### config.mk
export PLATFORM = sky130hd
export DESIGN_NAME = servo_jog_ctrl
export DESIGN_NICKNAME = d
export VERILOG_FILES = /design/src/rtl/servo_jog_ctrl.sv
export SDC_FILE = /design/constraint.sdc
export NUM_CORES = 1
export LEC_CHECK = 0
export CORE_UTILIZATION = 70
export CTS_BUF_LIST = sky130_fd_sc_hd__clkbuf_4 sky130_fd_sc_hd__clkbuf_8
export DETAILED_ROUTE_END_ITERATION = 7
export DONT_BUFFER_PORTS = 1
export PLACE_DENSITY_LB_ADDON = 0.12
export SLEW_MARGIN = 30
export SYNTH_ARGS = -nofsm -noshare
export SYNTH_HDL_FRONTEND = slang
export SYNTH_SLANG_ARGS = --single-unit
### constraint.sdc
create_clock -name clk -period 6.05 [get_ports clk]
set_input_delay 0.9075 -clock clk [delete_from_list [all_inputs] [get_ports clk]]
set_output_delay 0.9075 -clock clk [all_outputs]
set_load 0.02 [all_outputs]
### src/rtl/servo_jog_ctrl.sv
// Two-axis jog controller: synchronised, debounced buttons step saturating X/Y duty words
// with auto-repeat while held; a home level recentres both axes.
module servo_jog_ctrl #(
    parameter int WIDTH           = 6,
    parameter int STEP            = 4,
    parameter int DUTY_MIN        = 0,
    parameter int DUTY_MAX        = 60,
    parameter int DUTY_HOME       = 32,
    parameter int DEBOUNCE_CYCLES = 50000,
    parameter int REPEAT_DELAY    = 12500000,
    parameter int REPEAT_RATE     = 2500000
) (
    input  logic             clk,
    input  logic             reset_n,
    input  logic             bt_up,
    input  logic             bt_down,
    input  logic             bt_left,
    input  logic             bt_right,
    input  logic             home,
    output logic [WIDTH-1:0] duty_x,
    output logic [WIDTH-1:0] duty_y,
    output logic [1:0]       lim_x,
    output logic [1:0]       lim_y,
    output logic             update
);
    localparam int WP   = WIDTH + 1;
    localparam int CW   = $clog2(DEBOUNCE_CYCLES + 1);
    localparam int TMAX = (REPEAT_DELAY > REPEAT_RATE) ? REPEAT_DELAY : REPEAT_RATE;
    localparam int TW   = $clog2(TMAX + 1);

    localparam logic [CW-1:0]    DEB_LAST  = CW'(DEBOUNCE_CYCLES - 1);
    localparam logic [TW-1:0]    DLY_LAST  = TW'(REPEAT_DELAY - 1);
    localparam logic [TW-1:0]    RATE_LAST = TW'(REPEAT_RATE - 1);
    localparam logic [WIDTH-1:0] STEP_N    = WIDTH'(STEP);
    localparam logic [WIDTH-1:0] MIN_N     = WIDTH'(DUTY_MIN);
    localparam logic [WIDTH-1:0] MAX_N     = WIDTH'(DUTY_MAX);
    localparam logic [WIDTH-1:0] HOME_N    = WIDTH'(DUTY_HOME);
    localparam logic [WP-1:0]    STEP_W    = WP'(STEP);
    localparam logic [WP-1:0]    MIN_W     = WP'(DUTY_MIN);
    localparam logic [WP-1:0]    MAX_W     = WP'(DUTY_MAX);

    typedef enum logic [1:0] {IDLE, HELD_DELAY, HELD_REPEAT, LOCKOUT} state_t;

    function automatic logic [WIDTH-1:0] step_up(input logic [WIDTH-1:0] cur);
        logic [WP-1:0] sum;
        sum = {1'b0, cur} + STEP_W;
        return (sum > MAX_W) ? MAX_N : sum[WIDTH-1:0];
    endfunction

    // Compare before subtracting so the result clamps instead of wrapping.
    function automatic logic [WIDTH-1:0] step_down(input logic [WIDTH-1:0] cur);
        return ({1'b0, cur} < (MIN_W + STEP_W)) ? MIN_N : (cur - STEP_N);
    endfunction

    function automatic logic [1:0] lim_of(input logic [WIDTH-1:0] cur);
        return {cur == MAX_N, cur == MIN_N};
    endfunction

    logic [4:0]       raw, sync1, sync2;
    logic [3:0]       deb, deb_prev;
    logic [CW-1:0]    cnt [4];
    state_t           state [2];
    logic [TW-1:0]    timer [2];
    logic [1:0]       dir_up;
    logic [WIDTH-1:0] duty [2];
    logic [1:0]       lim [2];
    logic [WIDTH-1:0] press_val [2];
    logic [WIDTH-1:0] held_val [2];
    logic [1:0]       pos_lvl, neg_lvl, pos_rise, neg_rise;
    logic             home_s;

    // Button order: right, left, up, down; X axis uses [1:0], Y axis uses [3:2].
    assign raw      = {home, bt_down, bt_up, bt_left, bt_right};
    assign home_s   = sync2[4];
    assign pos_lvl  = {deb[2], deb[0]};
    assign neg_lvl  = {deb[3], deb[1]};
    assign pos_rise = pos_lvl & ~{deb_prev[2], deb_prev[0]};
    assign neg_rise = neg_lvl & ~{deb_prev[3], deb_prev[1]};

    assign press_val[0] = pos_rise[0] ? step_up(duty[0]) : step_down(duty[0]);
    assign press_val[1] = pos_rise[1] ? step_up(duty[1]) : step_down(duty[1]);
    assign held_val[0]  = dir_up[0] ? step_up(duty[0]) : step_down(duty[0]);
    assign held_val[1]  = dir_up[1] ? step_up(duty[1]) : step_down(duty[1]);

    assign duty_x = duty[0];
    assign duty_y = duty[1];
    assign lim_x  = lim[0];
    assign lim_y  = lim[1];

    always_ff @(posedge clk or negedge reset_n) begin
        if (!reset_n) begin
            sync1    <= '0;
            sync2    <= '0;
            deb      <= '0;
            deb_prev <= '0;
            for (int i = 0; i < 4; i++) cnt[i] <= '0;
        end else begin
            sync1    <= raw;
            sync2    <= sync1;
            deb_prev <= deb;
            for (int i = 0; i < 4; i++) begin
                if (sync2[i] == deb[i]) begin
                    cnt[i] <= '0;
                end else if (cnt[i] == DEB_LAST) begin
                    deb[i] <= sync2[i];
                    cnt[i] <= '0;
                end else begin
                    cnt[i] <= cnt[i] + 1'b1;
                end
            end
        end
    end

    always_ff @(posedge clk or negedge reset_n) begin
        if (!reset_n) begin
            update <= 1'b0;
            dir_up <= '0;
            for (int a = 0; a < 2; a++) begin
                state[a] <= IDLE;
                timer[a] <= '0;
                duty[a]  <= HOME_N;
                lim[a]   <= lim_of(HOME_N);
            end
        end else begin
            update <= 1'b0;
            for (int a = 0; a < 2; a++) begin
                if (home_s) begin
                    state[a] <= LOCKOUT;
                    duty[a]  <= HOME_N;
                    lim[a]   <= lim_of(HOME_N);
                    if (duty[a] != HOME_N) update <= 1'b1;
                end else begin
                    case (state[a])
                        IDLE: begin
                            // A press while the opposing button is already down counts as a conflict.
                            if ((pos_rise[a] && neg_rise[a]) ||
                                (pos_rise[a] && neg_lvl[a]) || (neg_rise[a] && pos_lvl[a])) begin
                                state[a] <= LOCKOUT;
                            end else if (pos_rise[a] || neg_rise[a]) begin
                                state[a]  <= HELD_DELAY;
                                timer[a]  <= '0;
                                dir_up[a] <= pos_rise[a];
                                duty[a]   <= press_val[a];
                                lim[a]    <= lim_of(press_val[a]);
                                if (press_val[a] != duty[a]) update <= 1'b1;
                            end
                        end
                        HELD_DELAY, HELD_REPEAT: begin
                            if (!(dir_up[a] ? pos_lvl[a] : neg_lvl[a])) begin
                                state[a] <= IDLE;
                            end else if (dir_up[a] ? neg_lvl[a] : pos_lvl[a]) begin
                                state[a] <= LOCKOUT;
                            end else if (timer[a] == ((state[a] == HELD_DELAY) ? DLY_LAST : RATE_LAST)) begin
                                state[a] <= HELD_REPEAT;
                                timer[a] <= '0;
                                duty[a]  <= held_val[a];
                                lim[a]   <= lim_of(held_val[a]);
                                if (held_val[a] != duty[a]) update <= 1'b1;
                            end else begin
                                timer[a] <= timer[a] + 1'b1;
                            end
                        end
                        default: begin
                            if (!pos_lvl[a] && !neg_lvl[a]) state[a] <= IDLE;
                        end
                    endcase
                end
            end
        end
    end
endmodule

==> results of run 1 <==
[per-stage QoR]
stage | total power, uW | instances | util | hold WS [ps] | cell area, um2
4_1_cts | 2200 | 1059 | 0.763 | 113 | 8860
6_report | 2190 | 1059 | 0.763 | 137 | 8860
3_3_place_gp | 1450 | 1027 | 0.729 | 334 | 8470
3_5_place_dp | 1460 | 1027 | 0.729 | 336 | 8470
5_1_grt | 2300 | 1059 | 0.763 | 104 | 8860
2_1_floorplan | 1390 | 920 | - | 331 | 8460
[power breakdown]
part           total [uW]  internal, uW  switching, uW
Sequential           1140          1060           73.9
Combinational         308           123            185
Clock                 750           386            364
[logic make-up after synthesis]
group | share of synthesized area
adders and majority gates | 0.0308
DFF | 0.453
xor gates and xnor gates | 0.0973
muxes | 0.0191
and+or+nand+nor | 0.261
buffers and inverters | 0.0300
AOI/OAI and AO/OA | 0.109
[layer usage]
| layer | vias to the layer above | global-route usage | wire length, um |
|---|---|---|---|
| met3 | 32 | 0.0708 | 832 |
| met2 | 200 | 0.522 | 8880 |
| li1 | 3189 | - | - |
| met1 | 3219 | 0.375 | 7480 |
| met5 | - | 0 | 0 |
| met4 | 0 | 0.0973 | 253 |
[Yosys cell counts (all sizes together), types with 3 or more instances]
cell and n:
mux2 5, o311ai 3, a211oi 8, and3 34, and4 4, dfrtp 151, nor2b 10, ha 20
clkbuf 22, nor2 149, nor4 9, o41ai 3, and2 9, o211ai 3, nand4 23, a31oi 11
nor3b 8, xnor2 37, nor3 29, nor4b 10, or3 5, inv 23, a21oi 26, buf 14
nand2b 13, nand2 86, o21ai 42, mux2i 6, or2 5, o31ai 12, nand3 40, xor2 57
[state kept, by name, indices dropped and copies added, names as in the netlist]
| signal | count |
|---|---|
| cnt | 64 |
| deb | 4 |
| deb_prev | 4 |
| dir_up | 2 |
| duty_x | 6 |
| duty_y | 6 |
| lim_x | 2 |
| lim_y | 2 |
| state | 4 |
| sync1 | 5 |
| sync2 | 5 |
| timer | 48 |
| update | 1 |
[worst paths after layout]
path / endpoint / slack, ps / cells after the start
min reg2reg: sync2[1] / 350 / 0
max in group asynchronous: duty_y[5] / 5620 / 0
min: cnt[55] / 140 / 0
min in group clk: sync2[1] / 350 / 0
max reg2reg: lim_x[0] / 3050 / 9
max: lim_x[0] / 3050 / 9
[final cells by class]
class | instances | area, um2 | share of cell area
flip-flops and latches | 153 | 3830 | 0.432
well taps | 143 | 179 | 0.0202
clock inverters | 7 | 67.6 | 0.00763
multi-input cells | 708 | 4380 | 0.494
clock buffers | 25 | 319 | 0.0360
inverters | 23 | 86.3 | 0.00974
==> flow_summary.json, run 1 <==
{
  "drcViolationCount": 0,
  "drt_iter0_markers": 541,
  "die_w_um": 112,
  "initial_core_util": 0.728,
  "cpPeakStageDelay_ps": 630,
  "io_buffers": 0,
  "post-route-min-period_ps": 3000,
  "dieArea_mm2": 0.0125,
  "root_buffer": "clkbuf_8",
  "synth_top_flop_cell": "dfrtp_1",
  "viasPerCell": 6.27,
  "syn_area_per_cell_um2": 9.19,
  "path_buf_inv": 1,
  "grt_antenna_before_repair": 0,
  "clock-sinks": 153,
  "setup_ws_ps": 3050,
  "gp_congestion": 0.925,
  "synthCells": 920,
  "numCtsBuffers": 17,
  "yosys_warnings": 0,
  "p_leak_uw": 0.00394,
  "cts_resized": 0,
  "clock_skew_ps": 12.2,
  "crit_family": "compound AO/OA/AOI/OAI gates",
  "crit_type": "flop to flop",
  "peakVddDrop_mv": 0.209,
  "finalHoldViolations": 0,
  "holdBufCountCts": 0,
  "grt-ovfl-total": 0,
  "syn-cell-area_mm2": 0.00846,
  "netlist.area_leader.share": 0.447,
  "worstPathArrival_ps": 3410,
  "cp-start-kind": "flop",
  "grt_pass1_vias": 6510,
  "cts_max_level": 4,
  "ys_seq_area_frac": 0.453,
  "grt_max_degree": 154,
  "synthArstFlopShare": 1.00,
  "layout_common_cells": "dfrtp_1, nor2_1, nand2_1",
  "first_pass_iters": 5,
  "synth_nets": 947,
  "antenna_cells": 0,
  "maxCapViolCount": 0,
  "max_slew_margin": 0.443,
  "ys_seq_elements": 153,
  "cts.path.max_buffers": 2,
  "slew_viol_final": 0,
  "fin_nets": 930,
  "fp.coreArea_mm2": 0.0116,
  "die_h_um": 112,
  "setup-violations-final": 0,
  "required_ps": 6450,
  "crit_start": "duty_x[2]",
  "place_hpwl_um": 12000,
  "grt_pass1_wl_um": 30200,
  "worst_pin_slew_ps": 835,
  "powerDensity_mw_per_mm2": 248,
  "hp-class": "primary input to async pin",
  "synth.distinct_cells": 75,
  "critPathMaxFanout": 11,
  "layout-drive-gt1-share": 0.0622,
  "fin_crit_sh": 0.497,
  "fillers": 825,
  "rr_startpoint": "duty_x[2]",
  "synth_edf_count": 0,
  "postCtsSetupBuffers": 0,
  "rsz0062_at_grt": "false",
  "io_pins": 24,
  "detail_route.wl_per_cell_um": 16.5,
  "fmax_mhz": 333,
  "postRouteAntennaNets": 0,
  "synth_top_cell_by_area": "dfrtp_1",
  "cp_cell_sequence": "inv_1 -> ha_1 -> nand2b_1 -> a21oi_1 -> maj3_1 -> a31oi_1 -> a2111o_1 -> a2111oi_0 -> o31a_1",
  "tritoncts": "built",
  "drt-total-wl_um": 17400,
  "finalSetupTns_ps": 0,
  "dp_slack_ps": 3050,
  "synth_area_leaders": "dfrtp_1, nor2_1, xor2_1",
  "syn_to_final_growth_pct": 4.75,
  "crit_slowest_cell": "dfrtp_1",
  "rows": 39,
  "status": "finished clean",
  "mostFrequentLayoutCell": "dfrtp_1",
  "grt.total_usage": 0.302,
  "end_kind": "flop",
  "clock_latency_ps": 460,
  "clk_pin_slew_ps": 80,
  "via_count": 6640
}
No activity file was read; power rests on OpenSTA's default activity.
==> run 2: changes to the inputs <==
--- a/config.mk
+++ b/config.mk
@@ -5,7 +5,7 @@
 export SDC_FILE = /design/constraint.sdc
 export NUM_CORES = 1
 export LEC_CHECK = 0
-export CORE_UTILIZATION = 70
+export CORE_UTILIZATION = 66
 export CTS_BUF_LIST = sky130_fd_sc_hd__clkbuf_4 sky130_fd_sc_hd__clkbuf_8
 export DETAILED_ROUTE_END_ITERATION = 7
 export DONT_BUFFER_PORTS = 1
==> constraint.sdc (replaced) <==
create_clock -name clk -period 2.9 [get_ports clk]
set_input_delay 0.435 -clock clk [delete_from_list [all_inputs] [get_ports clk]]
set_output_delay 0.435 -clock clk [all_outputs]
set_load 0.02 [all_outputs]
==> run 2 against run 1 <==
Net effect: the run now ends with negative hold slack left; die area is 6.0% higher; sequential share of layout area is 0.93 points lower; clock skew is 2.2 ps lower; maximum frequency is 16% higher; cell area is 2.2% higher; worst hold slack worse by 470 ps; critical path type unchanged; largest power group unchanged.
==> flow_summary.json, run 2 (synthesis gave the netlist of run 1 again) <==
{
  "mostFrequentLayoutCell": "dfrtp_1",
  "cts_max_level": 4,
  "clock_latency_ps": 460,
  "syn_to_final_growth_pct": 7.06,
  "maxCapViolCount": 0,
  "io_pins": 24,
  "clock_skew_ps": 10.0,
  "gp_congestion": 0.924,
  "worst_pin_slew_ps": 585,
  "dieArea_mm2": 0.0133,
  "status": "finished with violations",
  "clk_pin_slew_ps": 80,
  "post-place-cells": 1066,
  "first_pass_iters": 5,
  "antenna_cells": 0,
  "grt-ovfl-total": 0,
  "critPathMaxFanout": 22,
  "grt.total_usage": 0.272,
  "crit_slowest_cell": "o41ai_4",
  "cp_cell_sequence": "ha_1 -> nor4b_1 -> nand4_1 -> o41ai_4 -> and3_1 -> buf_4 -> a31oi_1 -> o21ai_0 -> o21ai_0",
  "detail_route.wl_per_cell_um": 15.4,
  "rsz0062_at_grt": "false",
  "cp-start-kind": "flop",
  "io_buffers": 0,
  "hold_ws_ps": -331,
  "instances_no_fill": 1103,
  "crit_type": "flop to flop",
  "largest_reg_flops": 64,
  "powerDensity_mw_per_mm2": 513,
  "violations": "negative hold slack",
  "required_ps": 3230,
  "peakVddDrop_mv": 0.456,
  "path_buf_inv": 1,
  "crit_family": "simple AND/OR/NAND/NOR gates",
  "top_regs": "cnt x64, timer x48",
  "worstPathArrival_ps": 2910,
  "cts_resized": 0,
  "initial_core_util": 0.690,
  "drt_iter0_markers": 496,
  "root_buffer": "clkbuf_8",
  "setup-violations-final": 0,
  "post-route-min-period_ps": 2580,
  "hp-class": "primary input to async pin",
  "die_h_um": 115,
  "p_leak_uw": 0.00402,
  "postCtsSetupBuffers": 0,
  "finalHoldViolations": 153,
  "numCtsBuffers": 17,
  "end_kind": "flop",
  "grt_antenna_before_repair": 0,
  "die_w_um": 115,
  "slew_viol_final": 0,
  "fp.coreArea_mm2": 0.0123,
  "viasPerCell": 6.04,
  "via_count": 6665,
  "rows": 40,
  "tritoncts": "built",
  "drcViolationCount": 0,
  "fin_nets": 949,
  "grt_pass1_vias": 6250,
  "grt_max_degree": 154,
  "postRouteAntennaNets": 0,
  "cp_common_cell": "o21ai_0",
  "fin_crit_sh": 0.891,
  "place_hpwl_um": 11700,
  "drt-total-wl_um": 16900,
  "holdBufCountCts": 5,
  "fmax_mhz": 387,
  "layout_common_cells": "dfrtp_1, nor2_1, nand2_1",
  "max_slew_margin": 0.607,
  "clock-sinks": 153,
  "cpPeakStageDelay_ps": 480,
  "grt_pass1_wl_um": 28500,
  "finalSetupTns_ps": 0,
  "layout-drive-gt1-share": 0.0749,
  "cts.path.max_buffers": 2,
  "regMostFlops": "cnt",
  "fillers": 905
}
## run 2: cell types whose count changed in the layout (fill, tap and decap cells not counted), sizes merged
cell	previous run	this run
buf	0	14
dlygate4sd3	0	5
clkbuf	25	20
clkinv	5	6
clkinvlp	0	4
bufinv	1	2
inv	24	23
## run 2: worst paths after layout
path	start	endpoint	slack [ps]	cells past startpoint
max in group asynchronous	reset_n	duty_x[5]	2960	0
setup reg to reg	timer[24]	timer[31]	320	9
setup / recovery	timer[24]	timer[31]	320	9
hold reg to reg	sync1[1]	sync2[1]	350	0
hold / removal	reset_n	cnt[24]	-330	0
min in group clk	sync1[1]	sync2[1]	350	0
## run 2: where the power goes
| part | total, uW | switching [uW] | leakage (uW) | internal [uW] |
|---|---|---|---|---|
| logic | 715 | 426 | 0.00174 | 288 |
| clock network | 1600 | 771 | 0.000196 | 824 |
| registers | 2330 | 117 | 0.00208 | 2220 |
| total | 4640 | 1310 | 0.00402 | 3330 |
## run 2: cell type report
class | count | area (um2) | area share
Clock buffer | 20 | 275 | 0.0304
Tap cell | 168 | 210 | 0.0232
Multi-Input combinational cell | 708 | 4370 | 0.483
Inverter | 23 | 86.3 | 0.00953
Clock inverter | 12 | 124 | 0.0137
Sequential cell | 153 | 3830 | 0.423
Timing Repair Buffer | 19 | 155 | 0.0171
## run 2: metrics by stage
step	util	area [um2]	worst slack (ps)	power, uW	hold slack, ps
2_1_floorplan	-	8460	155	2900	139
3_3_place_gp	0.702	8610	477	3040	143
3_5_place_dp	0.702	8610	370	3070	143
4_1_cts	0.738	9050	366	4670	-356
5_1_grt	0.738	9050	4.17	4860	-354
6_report	0.738	9050	317	4640	-331
## run 2: per-layer routing
metal / track usage / wire [um] / share of wire
met5: 0 / 0 / 0
met3: 0.0511 / 667 / 0.039
met2: 0.456 / 8250 / 0.49
met1: 0.354 / 7680 / 0.45
met4: 0.103 / 338 / 0.020
